--- src/rtl/lieat_vsetvl_unit_pkg.sv ---
// Shared constants, vtype field layout and payload types for the vsetvl execution unit.
// Optional build macro: LIEAT_VSETVL_FRAC_LMUL_EN (fractional LMUL support).
package lieat_vsetvl_unit_pkg;

    localparam int unsigned XLEN = 64;
    localparam int unsigned VLEN = 128;
    localparam int unsigned ELEN = 64;
    localparam int unsigned VL_W = 5;

    // vtype field offsets
    localparam int unsigned VTYPE_VLMUL_LSB = 0;
    localparam int unsigned VTYPE_VSEW_LSB  = 3;
    localparam int unsigned VTYPE_VTA_BIT   = 6;
    localparam int unsigned VTYPE_VMA_BIT   = 7;
    localparam int unsigned VTYPE_RSV_LSB   = 8;
    localparam int unsigned VTYPE_VILL_BIT  = XLEN - 1;

    // largest legal vsew encoding (SEW = ELEN) and VLMAX at LMUL = 1, SEW = 8
    localparam int unsigned VSEW_MAX    = $clog2(ELEN / 8);
    localparam int unsigned VLMAX_LMUL1 = VLEN / 8;

    localparam logic [XLEN-1:0] VILL_VTYPE       = {1'b1, {(XLEN-1){1'b0}}};
    localparam logic [XLEN-1:0] VTYPE_FIELD_MASK = XLEN'(255);

    typedef enum logic [1:0] {
        OP_AVL     = 2'd0,
        OP_VLMAX   = 2'd1,
        OP_KEEP_VL = 2'd2
    } op_kind_e;

    typedef struct packed {
        logic [XLEN-1:0] avl;
        logic [XLEN-1:0] vtype;
        op_kind_e        kind;
        logic [4:0]      rd_idx;
    } s1_op_t;

    typedef struct packed {
        logic [4:0]      rd_idx;
        logic            rd_wen;
        logic [VL_W-1:0] vl;
    } s2_res_t;

    // vsetivli never treats rs1 as x0; otherwise rs1=x0 selects VLMAX or keep-vl by rd
    function automatic op_kind_e op_kind(input logic [4:0] rs1_idx, input logic [4:0] rd_idx,
                                         input logic is_imm);
        op_kind_e k;
        if (is_imm || (rs1_idx != 5'd0)) k = OP_AVL;
        else if (rd_idx != 5'd0)         k = OP_VLMAX;
        else                             k = OP_KEEP_VL;
        return k;
    endfunction

endpackage

--- src/rtl/lieat_vsetvl_unit_if.sv ---
// Issue, CSR write and writeback signals of the vsetvl unit; slave = unit side.
interface lieat_vsetvl_unit_if;
    import lieat_vsetvl_unit_pkg::*;

    logic            in_valid;
    logic            in_ready;
    logic [XLEN-1:0] in_avl;
    logic [XLEN-1:0] in_vtype;
    logic [4:0]      in_rs1_idx;
    logic            in_is_imm_avl;
    logic [4:0]      in_rd_idx;
    logic            flush;
    logic [VL_W-1:0] csr_vl_rdata;
    logic            csr_vl_wen;
    logic [VL_W-1:0] csr_vl_wdata;
    logic            csr_vtype_wen;
    logic [XLEN-1:0] csr_vtype_wdata;
    logic            out_valid;
    logic            out_ready;
    logic [4:0]      out_rd_idx;
    logic            out_rd_wen;
    logic [XLEN-1:0] out_rd_wdata;

    modport master (
        output in_valid, in_avl, in_vtype, in_rs1_idx, in_is_imm_avl, in_rd_idx, flush,
        output csr_vl_rdata, out_ready,
        input  in_ready, csr_vl_wen, csr_vl_wdata, csr_vtype_wen, csr_vtype_wdata,
        input  out_valid, out_rd_idx, out_rd_wen, out_rd_wdata
    );

    modport slave (
        input  in_valid, in_avl, in_vtype, in_rs1_idx, in_is_imm_avl, in_rd_idx, flush,
        input  csr_vl_rdata, out_ready,
        output in_ready, csr_vl_wen, csr_vl_wdata, csr_vtype_wen, csr_vtype_wdata,
        output out_valid, out_rd_idx, out_rd_wen, out_rd_wdata
    );

endinterface

--- src/rtl/lieat_general_dfflr.sv ---
// Generic load-enabled flop bank with asynchronous active-high clear.
module lieat_general_dfflr #(
    parameter int unsigned DW = 1
) (
    input  logic          clk,
    input  logic          rst,
    input  logic          lden,
    input  logic [DW-1:0] dnxt,
    output logic [DW-1:0] qout
);

    always_ff @(posedge clk or posedge rst) begin
        if (rst)       qout <= '0;
        else if (lden) qout <= dnxt;
    end

endmodule

--- src/rtl/lieat_vsetvl_vlmax.sv ---
// Maps a requested vtype to {vill, VLMAX} and the legalised vtype to write back.
// Fractional LMUL is legal only when LIEAT_VSETVL_FRAC_LMUL_EN is defined.
module lieat_vsetvl_vlmax
    import lieat_vsetvl_unit_pkg::*;
(
    input  logic [XLEN-1:0] vtype,
    output logic            vill,
    output logic [VL_W-1:0] vlmax,
    output logic [XLEN-1:0] vtype_legal
);

    logic [2:0]      vlmul;
    logic [2:0]      vsew;
    logic            rsv_nz;
    logic            lmul_ok;
    logic [VL_W-1:0] base;
    logic [VL_W-1:0] scaled;
`ifdef LIEAT_VSETVL_FRAC_LMUL_EN
    logic            frac;
    logic [2:0]      shift;
`endif

    always_comb begin
        vlmul  = vtype[VTYPE_VLMUL_LSB +: 3];
        vsew   = vtype[VTYPE_VSEW_LSB +: 3];
        rsv_nz = |vtype[XLEN-2:VTYPE_RSV_LSB];
        base   = VL_W'(VLMAX_LMUL1 >> vsew[1:0]);
`ifdef LIEAT_VSETVL_FRAC_LMUL_EN
        // vlmul 5/6/7 divide by 8/4/2; SEW <= LMUL*ELEN reduces to vsew + shift <= 3
        frac    = (vlmul >= 3'd5);
        shift   = frac ? 3'(4'd8 - {1'b0, vlmul}) : 3'd0;
        scaled  = base >> shift;
        lmul_ok = (vlmul == 3'd0) ||
                  (frac && (({1'b0, vsew} + {1'b0, shift}) <= 4'(VSEW_MAX)));
`else
        scaled  = base;
        lmul_ok = (vlmul == 3'd0);
`endif
        vill        = rsv_nz || (vsew > 3'(VSEW_MAX)) || !lmul_ok || (scaled == '0);
        vlmax       = vill ? '0 : scaled;
        vtype_legal = vill ? VILL_VTYPE : (vtype & VTYPE_FIELD_MASK);
    end

endmodule

--- src/rtl/lieat_vsetvl_unit.sv ---
// Two-stage vsetvl/vsetvli/vsetivli unit: S1 computes vl/vtype and writes the CSRs, S2 returns rd.
// Optional build macro: LIEAT_VSETVL_FRAC_LMUL_EN (fractional LMUL support).
module lieat_vsetvl_unit
    import lieat_vsetvl_unit_pkg::*;
(
    input logic                clock,
    input logic                reset,
    lieat_vsetvl_unit_if.slave bus
);

    logic            s1_valid, s1_valid_nxt;
    logic            s2_valid, s2_valid_nxt;
    s1_op_t          s1_nxt, s1_q;
    s2_res_t         s2_nxt, s2_q;
    logic            accept, s1_adv, s1_move;
    logic            vill;
    logic [VL_W-1:0] vlmax, vl_new;
    logic [XLEN-1:0] vtype_new;

    // handshake: S1 moves when S2 is empty or draining; flush kills the move
    assign s1_adv       = s1_valid && (!s2_valid || bus.out_ready);
    assign bus.in_ready = !s1_valid || s1_adv;
    assign accept       = bus.in_valid && bus.in_ready && !bus.flush;
    assign s1_move      = s1_adv && !bus.flush;

    always_comb begin
        s1_nxt        = '0;
        s1_nxt.avl    = bus.in_avl;
        s1_nxt.vtype  = bus.in_vtype;
        s1_nxt.kind   = op_kind(bus.in_rs1_idx, bus.in_rd_idx, bus.in_is_imm_avl);
        s1_nxt.rd_idx = bus.in_rd_idx;
    end

    always_comb begin
        s1_valid_nxt = s1_valid;
        s2_valid_nxt = s2_valid;
        if (bus.flush) begin
            s1_valid_nxt = 1'b0;
            s2_valid_nxt = 1'b0;
        end else begin
            if (accept)      s1_valid_nxt = 1'b1;
            else if (s1_adv) s1_valid_nxt = 1'b0;
            if (s1_move)                            s2_valid_nxt = 1'b1;
            else if (s2_valid && bus.out_ready)     s2_valid_nxt = 1'b0;
        end
    end

    lieat_general_dfflr #(.DW(1)) u_s1_vld (
        .clk(clock), .rst(reset), .lden(1'b1), .dnxt(s1_valid_nxt), .qout(s1_valid)
    );
    lieat_general_dfflr #(.DW($bits(s1_op_t))) u_s1_op (
        .clk(clock), .rst(reset), .lden(accept), .dnxt(s1_nxt), .qout(s1_q)
    );
    lieat_general_dfflr #(.DW(1)) u_s2_vld (
        .clk(clock), .rst(reset), .lden(1'b1), .dnxt(s2_valid_nxt), .qout(s2_valid)
    );
    lieat_general_dfflr #(.DW($bits(s2_res_t))) u_s2_res (
        .clk(clock), .rst(reset), .lden(s1_move), .dnxt(s2_nxt), .qout(s2_q)
    );

    lieat_vsetvl_vlmax u_vlmax (
        .vtype(s1_q.vtype), .vill(vill), .vlmax(vlmax), .vtype_legal(vtype_new)
    );

    // keep-vl reads the CSR in the S1 cycle so a predecessor's write is already visible
    always_comb begin
        case (s1_q.kind)
            OP_VLMAX:   vl_new = vlmax;
            OP_KEEP_VL: vl_new = (bus.csr_vl_rdata < vlmax) ? bus.csr_vl_rdata : vlmax;
            default:    vl_new = (s1_q.avl < XLEN'(vlmax)) ? VL_W'(s1_q.avl) : vlmax;
        endcase
        if (vill) vl_new = '0;
    end

    always_comb begin
        s2_nxt        = '0;
        s2_nxt.rd_idx = s1_q.rd_idx;
        s2_nxt.rd_wen = (s1_q.rd_idx != 5'd0);
        s2_nxt.vl     = vl_new;
    end

    assign bus.csr_vl_wen      = s1_move;
    assign bus.csr_vtype_wen   = s1_move;
    assign bus.csr_vl_wdata    = vl_new;
    assign bus.csr_vtype_wdata = vtype_new;
    assign bus.out_valid       = s2_valid;
    assign bus.out_rd_idx      = s2_q.rd_idx;
    assign bus.out_rd_wen      = s2_q.rd_wen;
    assign bus.out_rd_wdata    = XLEN'(s2_q.vl);

endmodule
--- src/flat_wrapper.sv ---
// flat-port wrapper written by rule: the top's interface ports become plain ports
module lieat_vsetvl_unit_flat import lieat_vsetvl_unit_pkg::*;
  (clock, reset, bus_in_valid, bus_in_avl, bus_in_vtype, bus_in_rs1_idx, bus_in_is_imm_avl, bus_in_rd_idx, bus_flush, bus_csr_vl_rdata, bus_out_ready, bus_in_ready, bus_csr_vl_wen, bus_csr_vl_wdata, bus_csr_vtype_wen, bus_csr_vtype_wdata, bus_out_valid, bus_out_rd_idx, bus_out_rd_wen, bus_out_rd_wdata);
  lieat_vsetvl_unit_if bus_i ();
  input logic clock;
  input logic reset;
  input wire logic [$bits(bus_i.in_valid)-1:0] bus_in_valid;
  input wire logic [$bits(bus_i.in_avl)-1:0] bus_in_avl;
  input wire logic [$bits(bus_i.in_vtype)-1:0] bus_in_vtype;
  input wire logic [$bits(bus_i.in_rs1_idx)-1:0] bus_in_rs1_idx;
  input wire logic [$bits(bus_i.in_is_imm_avl)-1:0] bus_in_is_imm_avl;
  input wire logic [$bits(bus_i.in_rd_idx)-1:0] bus_in_rd_idx;
  input wire logic [$bits(bus_i.flush)-1:0] bus_flush;
  input wire logic [$bits(bus_i.csr_vl_rdata)-1:0] bus_csr_vl_rdata;
  input wire logic [$bits(bus_i.out_ready)-1:0] bus_out_ready;
  output wire logic [$bits(bus_i.in_ready)-1:0] bus_in_ready;
  output wire logic [$bits(bus_i.csr_vl_wen)-1:0] bus_csr_vl_wen;
  output wire logic [$bits(bus_i.csr_vl_wdata)-1:0] bus_csr_vl_wdata;
  output wire logic [$bits(bus_i.csr_vtype_wen)-1:0] bus_csr_vtype_wen;
  output wire logic [$bits(bus_i.csr_vtype_wdata)-1:0] bus_csr_vtype_wdata;
  output wire logic [$bits(bus_i.out_valid)-1:0] bus_out_valid;
  output wire logic [$bits(bus_i.out_rd_idx)-1:0] bus_out_rd_idx;
  output wire logic [$bits(bus_i.out_rd_wen)-1:0] bus_out_rd_wen;
  output wire logic [$bits(bus_i.out_rd_wdata)-1:0] bus_out_rd_wdata;
  assign bus_i.in_valid = bus_in_valid;
  assign bus_i.in_avl = bus_in_avl;
  assign bus_i.in_vtype = bus_in_vtype;
  assign bus_i.in_rs1_idx = bus_in_rs1_idx;
  assign bus_i.in_is_imm_avl = bus_in_is_imm_avl;
  assign bus_i.in_rd_idx = bus_in_rd_idx;
  assign bus_i.flush = bus_flush;
  assign bus_i.csr_vl_rdata = bus_csr_vl_rdata;
  assign bus_i.out_ready = bus_out_ready;
  assign bus_in_ready = bus_i.in_ready;
  assign bus_csr_vl_wen = bus_i.csr_vl_wen;
  assign bus_csr_vl_wdata = bus_i.csr_vl_wdata;
  assign bus_csr_vtype_wen = bus_i.csr_vtype_wen;
  assign bus_csr_vtype_wdata = bus_i.csr_vtype_wdata;
  assign bus_out_valid = bus_i.out_valid;
  assign bus_out_rd_idx = bus_i.out_rd_idx;
  assign bus_out_rd_wen = bus_i.out_rd_wen;
  assign bus_out_rd_wdata = bus_i.out_rd_wdata;
  lieat_vsetvl_unit u_core (.clock(clock), .reset(reset), .bus(bus_i));
endmodule
--- config.mk ---
export PLATFORM = sky130hd
export DESIGN_NAME = lieat_vsetvl_unit_flat
export DESIGN_NICKNAME = d
export VERILOG_FILES = /design/src/rtl/lieat_vsetvl_unit_pkg.sv /design/src/rtl/lieat_vsetvl_unit_if.sv /design/src/rtl/lieat_general_dfflr.sv /design/src/rtl/lieat_vsetvl_vlmax.sv /design/src/rtl/lieat_vsetvl_unit.sv /design/src/flat_wrapper.sv
export SDC_FILE = /design/constraint.sdc
export NUM_CORES = 1
export LEC_CHECK = 0
export CAP_MARGIN = 20
export CORE_MARGIN = 3
export CORE_UTILIZATION = 40
export DETAILED_ROUTE_END_ITERATION = 6
export GPL_TIMING_DRIVEN = 0
export PLACE_DENSITY = 0.77
export SYNTH_ARGS = -nofsm -noshare
export SYNTH_HDL_FRONTEND = slang
export SYNTH_HIERARCHICAL = 1
export SYNTH_SLANG_ARGS = --single-unit
--- constraint.sdc ---
create_clock -name clock -period 5.3 [get_ports clock]
set_clock_uncertainty 0.1 [all_clocks]
set_input_delay 1.325 -clock clock [delete_from_list [all_inputs] [get_ports clock]]
set_output_delay 1.325 -clock clock [all_outputs]
set_load 0.02 [all_outputs]
==> reports/summary.txt, run 1 <==
leakage -> 5.03 nW
first-pass GRT wire length -> 26.4 mm
clk sinks -> 147
status -> finished clean
Worst-path clk slew -> 60 ps
RSZ-0062 raised after global routing -> true
vias -> 5063
crit path max fanout -> 5
slew margin rel. -> 59.3%
Slew Limit Fails -> 0
CP required -> 3880 ps
gpl congestion -> 0.774
Yosys warnings -> 6
Placed Instances -> 1097
maxcap violations -> 0
CP Launch Type -> register
Initial Util -> 41.4%
met2 Usage GRT -> 28.7%
final setup violation count -> 0
Reg2Reg Launch Point -> u_core/u_s1_op/qout[59]$_DFFE_PP0P_
hold slack -> 407 ps
P per Cell Area -> 305 nW/um^2
Die Area -> 20600 sq um
Worst R2R Setup Slack -> 1530 ps
Pwr Total -> 3.33 mW
Tot GR Track Use -> 16.7%
Residual DRC -> 0
vias per inst -> 4.43
Worst setup EP type -> output pin
slew of the pin with the lowest slew margin -> 611 ps
GR peak layer -> met2
1st-pass router iterations -> 4
Hold/Removal Path Class -> register to register
CTS HTree Levels -> 4
period utilization -> 99.5%
Syn Inst Count -> 577
Die Width -> 143 um
clock tree buffer depth -> 2
placed instance area -> 10000 sq um
Setup WS pre-CTS -> -818 ps
Clock Latency Late Sink -> 420 ps
final non-filler cell total -> 1143
R2R depth -> 15
worst setup path end -> bus_csr_vl_wdata[4]
Critical Path AT -> 3850 ps
Routed WL per cell -> 15.4 um
total gr overflow -> 0
Crit Path Class -> register to output pin
ANT nets after route -> 0
Final Instance Area -> 10900 sq um
core area -> 18300 sq um
Worst Setup SP -> u_core/u_s1_op/qout[59]$_DFFE_PP0P_
root buffer cell -> clkbuf_16
Setup WS post-layout -> 24.0 ps
share of post-route cells with drive strength above 1 -> 40.3%
initial antenna violation count -> 1
Die H -> 143 um
IO Pins -> 292
Worst R2R End -> u_core/u_s2_res/qout[3]$_DFFE_PP0P_
fmax -> 190 MHz
Netlist Area Pre-Place -> 7560 sq um
initial DRC count -> 147
Avg Inst Size Synth -> 13.1 sq um
final WL -> 17.6 mm
Area growth, synth to finish -> 44.4%
hpwl dp -> 13.5 mm
Worst VDD drop -> 0.202 mV
number of port buffers -> 172
Rows -> 49
largest net degree at the start of global routing -> 70
cts bufs inserted -> 17
Final Hold Viols -> 0
TritonCTS clock tree -> yes
met1 Use GR -> 19.5%
number of global-route vias before repair -> 5142
min Tclk post-route -> 5280 ps
# nets final -> 1059
M3 GR Usage -> 6.52%
==> final cells by class <==
| type | count | area [sq um] |
|---|---|---|
| multi-input combinational | 394 | 3350 |
| inverter | 11 | 46.3 |
| sequential | 147 | 3680 |
| timing repair buffer | 190 | 1870 |
| antenna | 1 | 2.50 |
| fill | 1475 | 7350 |
| buffer | 139 | 1060 |
| clock inverter | 13 | 175 |
| tap | 229 | 287 |
| clock buffer | 19 | 443 |
==> per-layer routing <==
layer  up-vias  wire length, um
met5         -                0
met4         0              122
met3        10             1550
met2       183             8950
met1      2430             6960
li1       2440                -
==> state kept, by name (all words and copies together) (netlist names) <==
register              flops
u_core/u_s2_res/qout     11
u_core/u_s1_op/qout     134
u_core/u_s2_vld/qout      1
u_core/u_s1_vld/qout      1
==> repair_timing <==
action,CTS,global route
setup buffers,7,9
pin swaps,10,15
gates cloned,0,1
hold buffers,0,0
endpoints found under the setup margin,5,5
resized for setup,37,21
==> how the worst min path moves through the flow <==
stage                                                     from                                   end  slack [ps]  cells after the start
after floorplan            u_core/u_s1_op/qout[13]$_DFFE_PP0P_   u_core/u_s1_op/qout[13]$_DFFE_PP0P_         380                      1
after global placement     u_core/u_s1_op/qout[13]$_DFFE_PP0P_   u_core/u_s1_op/qout[13]$_DFFE_PP0P_         390                      1
after detailed placement  u_core/u_s1_op/qout[105]$_DFFE_PP0P_  u_core/u_s1_op/qout[105]$_DFFE_PP0P_         390                      1
after CTS                  u_core/u_s1_op/qout[35]$_DFFE_PP0P_   u_core/u_s1_op/qout[35]$_DFFE_PP0P_         410                      1
after global routing      u_core/u_s1_op/qout[112]$_DFFE_PP0P_  u_core/u_s1_op/qout[112]$_DFFE_PP0P_         420                      1
final                      u_core/u_s1_op/qout[13]$_DFFE_PP0P_   u_core/u_s1_op/qout[13]$_DFFE_PP0P_         410                      1
==> worst max-delay path: stages (launching register included) <==
cell and delay (ps):
dfrtp_1 390, nor4_2 330, nand4_1 140, or2_1 280, buf_6 150, nor4_4 300, inv_1 110, ha_2 190
nor4b_2 240, nand4_1 140, nor4_2 340, o21ai_2 140, buf_6 160, o22a_1 230, buf_4 140, buf_4 150
==> through the flow <==
step / util (%) / setup TNS (ps)
2_1_floorplan: - / 0
6_report: 59.7 / 0
5_1_grt: 59.7 / -129
3_5_place_dp: 55.0 / -3870
4_1_cts: 59.1 / 0
3_3_place_gp: 54.8 / -234890
==> power breakdown <==
group | leakage [nW] | switching, mW | internal (mW)
Combinational | 2.99 | 0.257 | 0.407
Sequential | 1.74 | 0.116 | 1.30
Clock | 0.300 | 0.487 | 0.763
==> cells in the final DEF, fill, tap and decap left out, types with 5 or more instances in the layout <==
cell,instances
mux2_4,61
nor2_1,15
mux2_2,86
buf_6,12
o2bb2ai_1,5
buf_2,9
inv_1,9
nor4_2,8
nor4_1,24
clkdlybuf4s50_1,167
clkbuf_16,17
o22a_1,5
nand2_1,14
nor4_4,5
conb_1,121
nor3_1,5
dfrtp_1,147
nand4_1,7
ha_1,8
buf_4,140
Power figures use the tool's default switching activity.
==> run 2: changes to the inputs <==
- SKIP_LAST_GASP: default -> 1
==> run 2 against run 1 <==
  * Critical path depth unchanged
  * Via count barely moved
  * Wire length about the same
  * Worst hold slack unchanged
  * Core utilization stayed put
  * Non-clock buffer count unchanged
  * Power is essentially flat
  * Cell count is the same
==> reports/summary.txt, run 2 (synthesis results as in run 1) <==
number of port buffers -> 172
crit path max fanout -> 5
Clock power frac -> 37.6%
Worst R2R Setup Slack -> 1530 ps
Critical Path AT -> 3860 ps
first-pass GRT wire length -> 26.4 mm
min Tclk post-route -> 5290 ps
period utilization -> 99.8%
Rows -> 49
root buffer cell -> clkbuf_16
final setup violation count -> 0
Die Area -> 20600 sq um
switching part of the total power -> 25.9%
status -> finished clean
worst setup path end -> bus_csr_vl_wdata[4]
R2R depth -> 15
Pwr Total -> 3.33 mW
TritonCTS clock tree -> yes
initial antenna violation count -> 1
largest net degree at the start of global routing -> 70
slew margin rel. -> 59.3%
Hold/Removal Path Class -> register to register
combinational power share -> 20.0%
Routed WL per cell -> 15.4 um
Die Width -> 143 um
Worst VDD drop -> 0.202 mV
max reg flops -> 134
vias -> 5060
Reg2Reg Launch Point -> u_core/u_s1_op/qout[59]$_DFFE_PP0P_
hold path cells -> 1
CP required -> 3880 ps
total gr overflow -> 0
Crit Path Class -> register to output pin
leakage -> 5.03 nW
Residual DRC -> 0
biggest regs -> u_core/u_s1_op/qout x134, u_core/u_s2_res/qout x11
final WL -> 17.6 mm
Area growth, synth to finish -> 44.4%
Worst R2R End -> u_core/u_s2_res/qout[3]$_DFFE_PP0P_
# nets final -> 1059
Worst Setup SP -> u_core/u_s1_op/qout[59]$_DFFE_PP0P_
Final Hold Viols -> 0
vias per inst -> 4.43
initial DRC count -> 140
most common cell after layout, fill and taps aside -> clkdlybuf4s50_1
Clock Latency Late Sink -> 420 ps
cts hold-fix bufs -> 0
clk sinks -> 147
Initial Util -> 41.4%
CP Launch Type -> register
core area -> 18300 sq um
1st-pass router iterations -> 4
RSZ-0062 raised after global routing -> true
most frequent cells in the layout -> clkdlybuf4s50_1 (167), dfrtp_1 (147), buf_4 (139)
register with the most flip-flops -> u_core/u_s1_op/qout
sequential share of power -> 42.5%
CTS HTree Levels -> 4
Slew Limit Fails -> 0
Worst-path clk slew -> 60 ps
sw power -> 0.860 mW
fmax -> 189 MHz
IO Pins -> 292
share of post-route cells with drive strength above 1 -> 40.3%
slew of the pin with the lowest slew margin -> 610 ps
gpl congestion -> 0.774
Die H -> 143 um
hpwl dp -> 13.5 mm
clock tree buffer depth -> 2
P per Cell Area -> 305 nW/um^2
fillers -> 1475
number of global-route vias before repair -> 5142
Tot GR Track Use -> 16.7%
cts bufs inserted -> 17
Worst setup EP type -> output pin
Pint -> 2.47 mW
setup_tns -> 0 ps
ANT nets after route -> 0
maxcap violations -> 0
run 2: repair_timing:
action | in CTS | in global routing
pin swaps | 10 | 15
setup endpoints to repair | 5 | 5
gates cloned | 0 | 1
buffers inserted | 7 | 9
gates resized for setup | 37 | 20
run 2: worst min path at each step:
| stage | start | to | slack (ps) |
|---|---|---|---|
| floorplan | u_core/u_s1_op/qout[13]$_DFFE_PP0P_ | u_core/u_s1_op/qout[13]$_DFFE_PP0P_ | 380 |
| global placement | u_core/u_s1_op/qout[13]$_DFFE_PP0P_ | u_core/u_s1_op/qout[13]$_DFFE_PP0P_ | 390 |
| detailed placement | u_core/u_s1_op/qout[105]$_DFFE_PP0P_ | u_core/u_s1_op/qout[105]$_DFFE_PP0P_ | 390 |
| CTS | u_core/u_s1_op/qout[35]$_DFFE_PP0P_ | u_core/u_s1_op/qout[35]$_DFFE_PP0P_ | 410 |
| global route | u_core/u_s1_op/qout[112]$_DFFE_PP0P_ | u_core/u_s1_op/qout[112]$_DFFE_PP0P_ | 420 |
| finish | u_core/u_s1_op/qout[13]$_DFFE_PP0P_ | u_core/u_s1_op/qout[13]$_DFFE_PP0P_ | 410 |
run 2: power groups by stage:
| stage | Clock [mW] | Combinational [mW] | Sequential, mW |
|---|---|---|---|
| global route | 1.34 | 0.716 | 1.44 |
| finish | 1.25 | 0.664 | 1.41 |
| global placement | 0 | 0.638 | 1.42 |
| detailed placement | 0 | 0.656 | 1.42 |
| CTS | 1.29 | 0.662 | 1.41 |
| floorplan | 0 | 0.441 | 1.41 |
run 2: worst max-delay path, stage by stage (launching register included):
cell,delay [ps]
dfrtp_1,390
nor4_2,330
nand4_1,140
or2_1,280
buf_6,150
nor4_4,300
inv_1,110
ha_2,190
nor4b_2,240
nand4_1,140
nor4_2,340
o21ai_2,140
buf_6,160
o22a_1,230
buf_4,140
clkbuf_4,160
run 2: final cells by class:
| class | instances | area, sq um | area share (%) |
|---|---|---|---|
| diodes | 1 | 2.50 | 0.0229 |
| plain buffers | 139 | 1060 | 9.69 |
| clock buffers | 19 | 443 | 4.06 |
| clock inverters | 13 | 175 | 1.60 |
| inverters | 11 | 46.3 | 0.424 |
| multi-input cells | 394 | 3350 | 30.7 |
| flip-flops and latches | 147 | 3680 | 33.7 |
| well taps | 229 | 287 | 2.62 |
| repair buffers | 190 | 1870 | 17.2 |
run 2: per-stage QoR:
stage / area, sq um / cells / util (%) / setup slack, ps / hold slack, ps
3_3_place_gp: 10000 / 1096 / 54.8 / -1730 / 390
2_1_floorplan: 8000 / 695 / - / 292 / 381
5_1_grt: 10900 / 1143 / 59.7 / -109 / 418
6_report: 10900 / 1143 / 59.7 / 11.7 / 407
4_1_cts: 10800 / 1136 / 59.1 / 13.3 / 411
3_5_place_dp: 10000 / 1097 / 55.0 / -818 / 393
run 2: routing by layer:
metal,track usage (%),routed length [um]
met5,0,0
met4,4.46,122
met3,6.52,1550
met2,28.7,8950
met1,19.5,6950
==> run 3: changes to the inputs <==
- CORE_UTILIZATION: 40 -> 35
- PLACE_DENSITY: 0.77 -> 0.69
==> run 3 against run 2 <==
  * Non-clock buffer count fell by 5
  * Critical path type unchanged
  * Highest routed layer unchanged
  * Largest power group unchanged
  * Setup slack improved by 70 ps
  * Final area rose by 0.62%
==> reports/summary.txt, run 3 (synthesis results as in run 1) <==
status -> finished clean
maxcap violations -> 0
vias -> 4952
Crit Path Class -> register to output pin
fillers -> 1856
Initial Util -> 35.8%
vias per inst -> 4.19
number of global-route vias before repair -> 5144
Clock Latency Late Sink -> 430 ps
1st-pass router iterations -> 6
period utilization -> 98.5%
gpl congestion -> 0.801
Routed WL per cell -> 14.6 um
max reg flops -> 134
P per Cell Area -> 307 nW/um^2
RSZ-0062 raised after global routing -> true
fmax -> 192 MHz
Area growth, synth to finish -> 45.3%
clock tree buffer depth -> 2
Final Hold Viols -> 0
biggest regs -> u_core/u_s1_op/qout x134, u_core/u_s2_res/qout x11
Crit-path slowest cell -> dfrtp_1
largest net degree at the start of global routing -> 86
n_diodes -> 0
slew of the pin with the lowest slew margin -> 587 ps
Setup WS post-layout -> 82.1 ps
Worst VDD drop -> 0.221 mV
TritonCTS clock tree -> yes
share of post-route cells with drive strength above 1 -> 40.0%
core area -> 21100 sq um
Worst-path clk slew -> 60 ps
cts hold-fix bufs -> 0
Hold/Removal Path Class -> register to register
Placed Instances -> 1143
Worst setup EP type -> output pin
# nets final -> 1054
Rows -> 53
hold slack -> 409 ps
crit path max fanout -> 6
register with the most flip-flops -> u_core/u_s1_op/qout
cts bufs inserted -> 17
number of port buffers -> 172
Die H -> 153 um
Setup WS pre-CTS -> -888 ps
clk sinks -> 147
hpwl dp -> 13.3 mm
Die Area -> 23400 sq um
setup_tns -> 0 ps
most common cell after layout, fill and taps aside -> clkdlybuf4s50_1
CP peak stage delay -> 390 ps
root buffer cell -> clkbuf_16
Pwr Total -> 3.37 mW
leakage -> 5.01 nW
slew margin rel. -> 60.8%
IO Pins -> 292
CTS HTree Levels -> 4
Tot GR Track Use -> 14.7%
initial antenna violation count -> 0
initial DRC count -> 174
first-pass GRT wire length -> 27.3 mm
ANT nets after route -> 0
min Tclk post-route -> 5220 ps
final non-filler cell total -> 1183
final WL -> 17.3 mm
Critical path buffers and inverters -> 4
Residual DRC -> 0
Slew Limit Fails -> 0
most frequent cells in the layout -> clkdlybuf4s50_1 (167), dfrtp_1 (147), buf_4 (133)
CP Cell Sequence -> nor4_2 -> nand4_1 -> or2_1 -> buf_6 -> nor4_4 -> inv_1 -> ha_2 -> nor4b_4 -> nand4_1 -> nor4_4 -> o21ai_4 -> buf_12 -> o22a_2 -> buf_4
Die Width -> 153 um
CP Launch Type -> register
final setup violation count -> 0
CP required -> 3880 ps
Critical Path AT -> 3790 ps
cell family with most CP delay -> simple AND/OR/NAND/NOR gates
total gr overflow -> 0
run 3: cell types whose count changed in the layout (fill, tap and decap cells not counted), moves of 2 or more:
cell	previous run	this run
clkbuf_8	1	3
nor4_2	8	11
buf_4	139	133
clkinvlp_4	1	3
nor4_1	24	22
o22a_1	5	3
clkinv_4	4	1
run 3: metal layers:
metal	wire, um	global-route usage (%)	up-vias	share of wire (%)
li1	-	-	2424	-
met1	7000	17.3	2317	40
met5	0	0	-	0
met3	1780	6.68	21	10
met2	8280	24.3	190	48
met4	254	4.29	0	1.5
run 3: stage by stage:
stage               instance area, sq um  util (%)
finish                             11000      52.1
global route                       11000      52.1
CTS                                10900      51.7
detailed placement                 10100      47.9
global placement                   10100      47.7
floorplan                           8000         -
run 3: timing repair:
action / 4_1_cts / 5_1_grt
buffers inserted: 6 / 7
gates resized for setup: 40 / 16
pin swaps: 16 / 12
endpoints found under the setup margin: 5 / 5
run 3: cell type report:
cell class	count	area, sq um	area share [%]
Clock inverter	12	168	1.53
Clock buffer	20	467	4.25
Sequential cell	147	3680	33.5
Buffer	138	1050	9.56
Tap cell	275	344	3.13
Inverter	11	46.3	0.422
Timing Repair Buffer	186	1870	17.0
Multi-Input combinational cell	394	3360	30.6
run 3: path summary, 6_finish.rpt:
kind / startpoint / endpoint / slack [ps] / depth (start not counted)
max in group asynchronous: reset / u_core/u_s1_op/qout[13]$_DFFE_PP0P_ / 3020 / 3
min in group asynchronous: reset / u_core/u_s2_vld/qout$_DFFE_PP0P_ / 1090 / 2
setup reg to reg: u_core/u_s1_op/qout[18]$_DFFE_PP0P_ / u_core/u_s2_res/qout[3]$_DFFE_PP0P_ / 1380 / 16
hold reg to reg: u_core/u_s1_op/qout[41]$_DFFE_PP0P_ / u_core/u_s1_op/qout[41]$_DFFE_PP0P_ / 410 / 1
setup / recovery: u_core/u_s1_op/qout[18]$_DFFE_PP0P_ / bus_csr_vl_wdata[0] / 80 / 14
hold / removal: u_core/u_s1_op/qout[41]$_DFFE_PP0P_ / u_core/u_s1_op/qout[41]$_DFFE_PP0P_ / 410 / 1
run 3: report_power, final:
group / internal, mW / leakage (nW) / switching (mW)
clock network: 0.789 / 0.302 / 0.510
logic: 0.407 / 2.96 / 0.256
registers: 1.30 / 1.74 / 0.115
total: 2.49 / 5.01 / 0.881
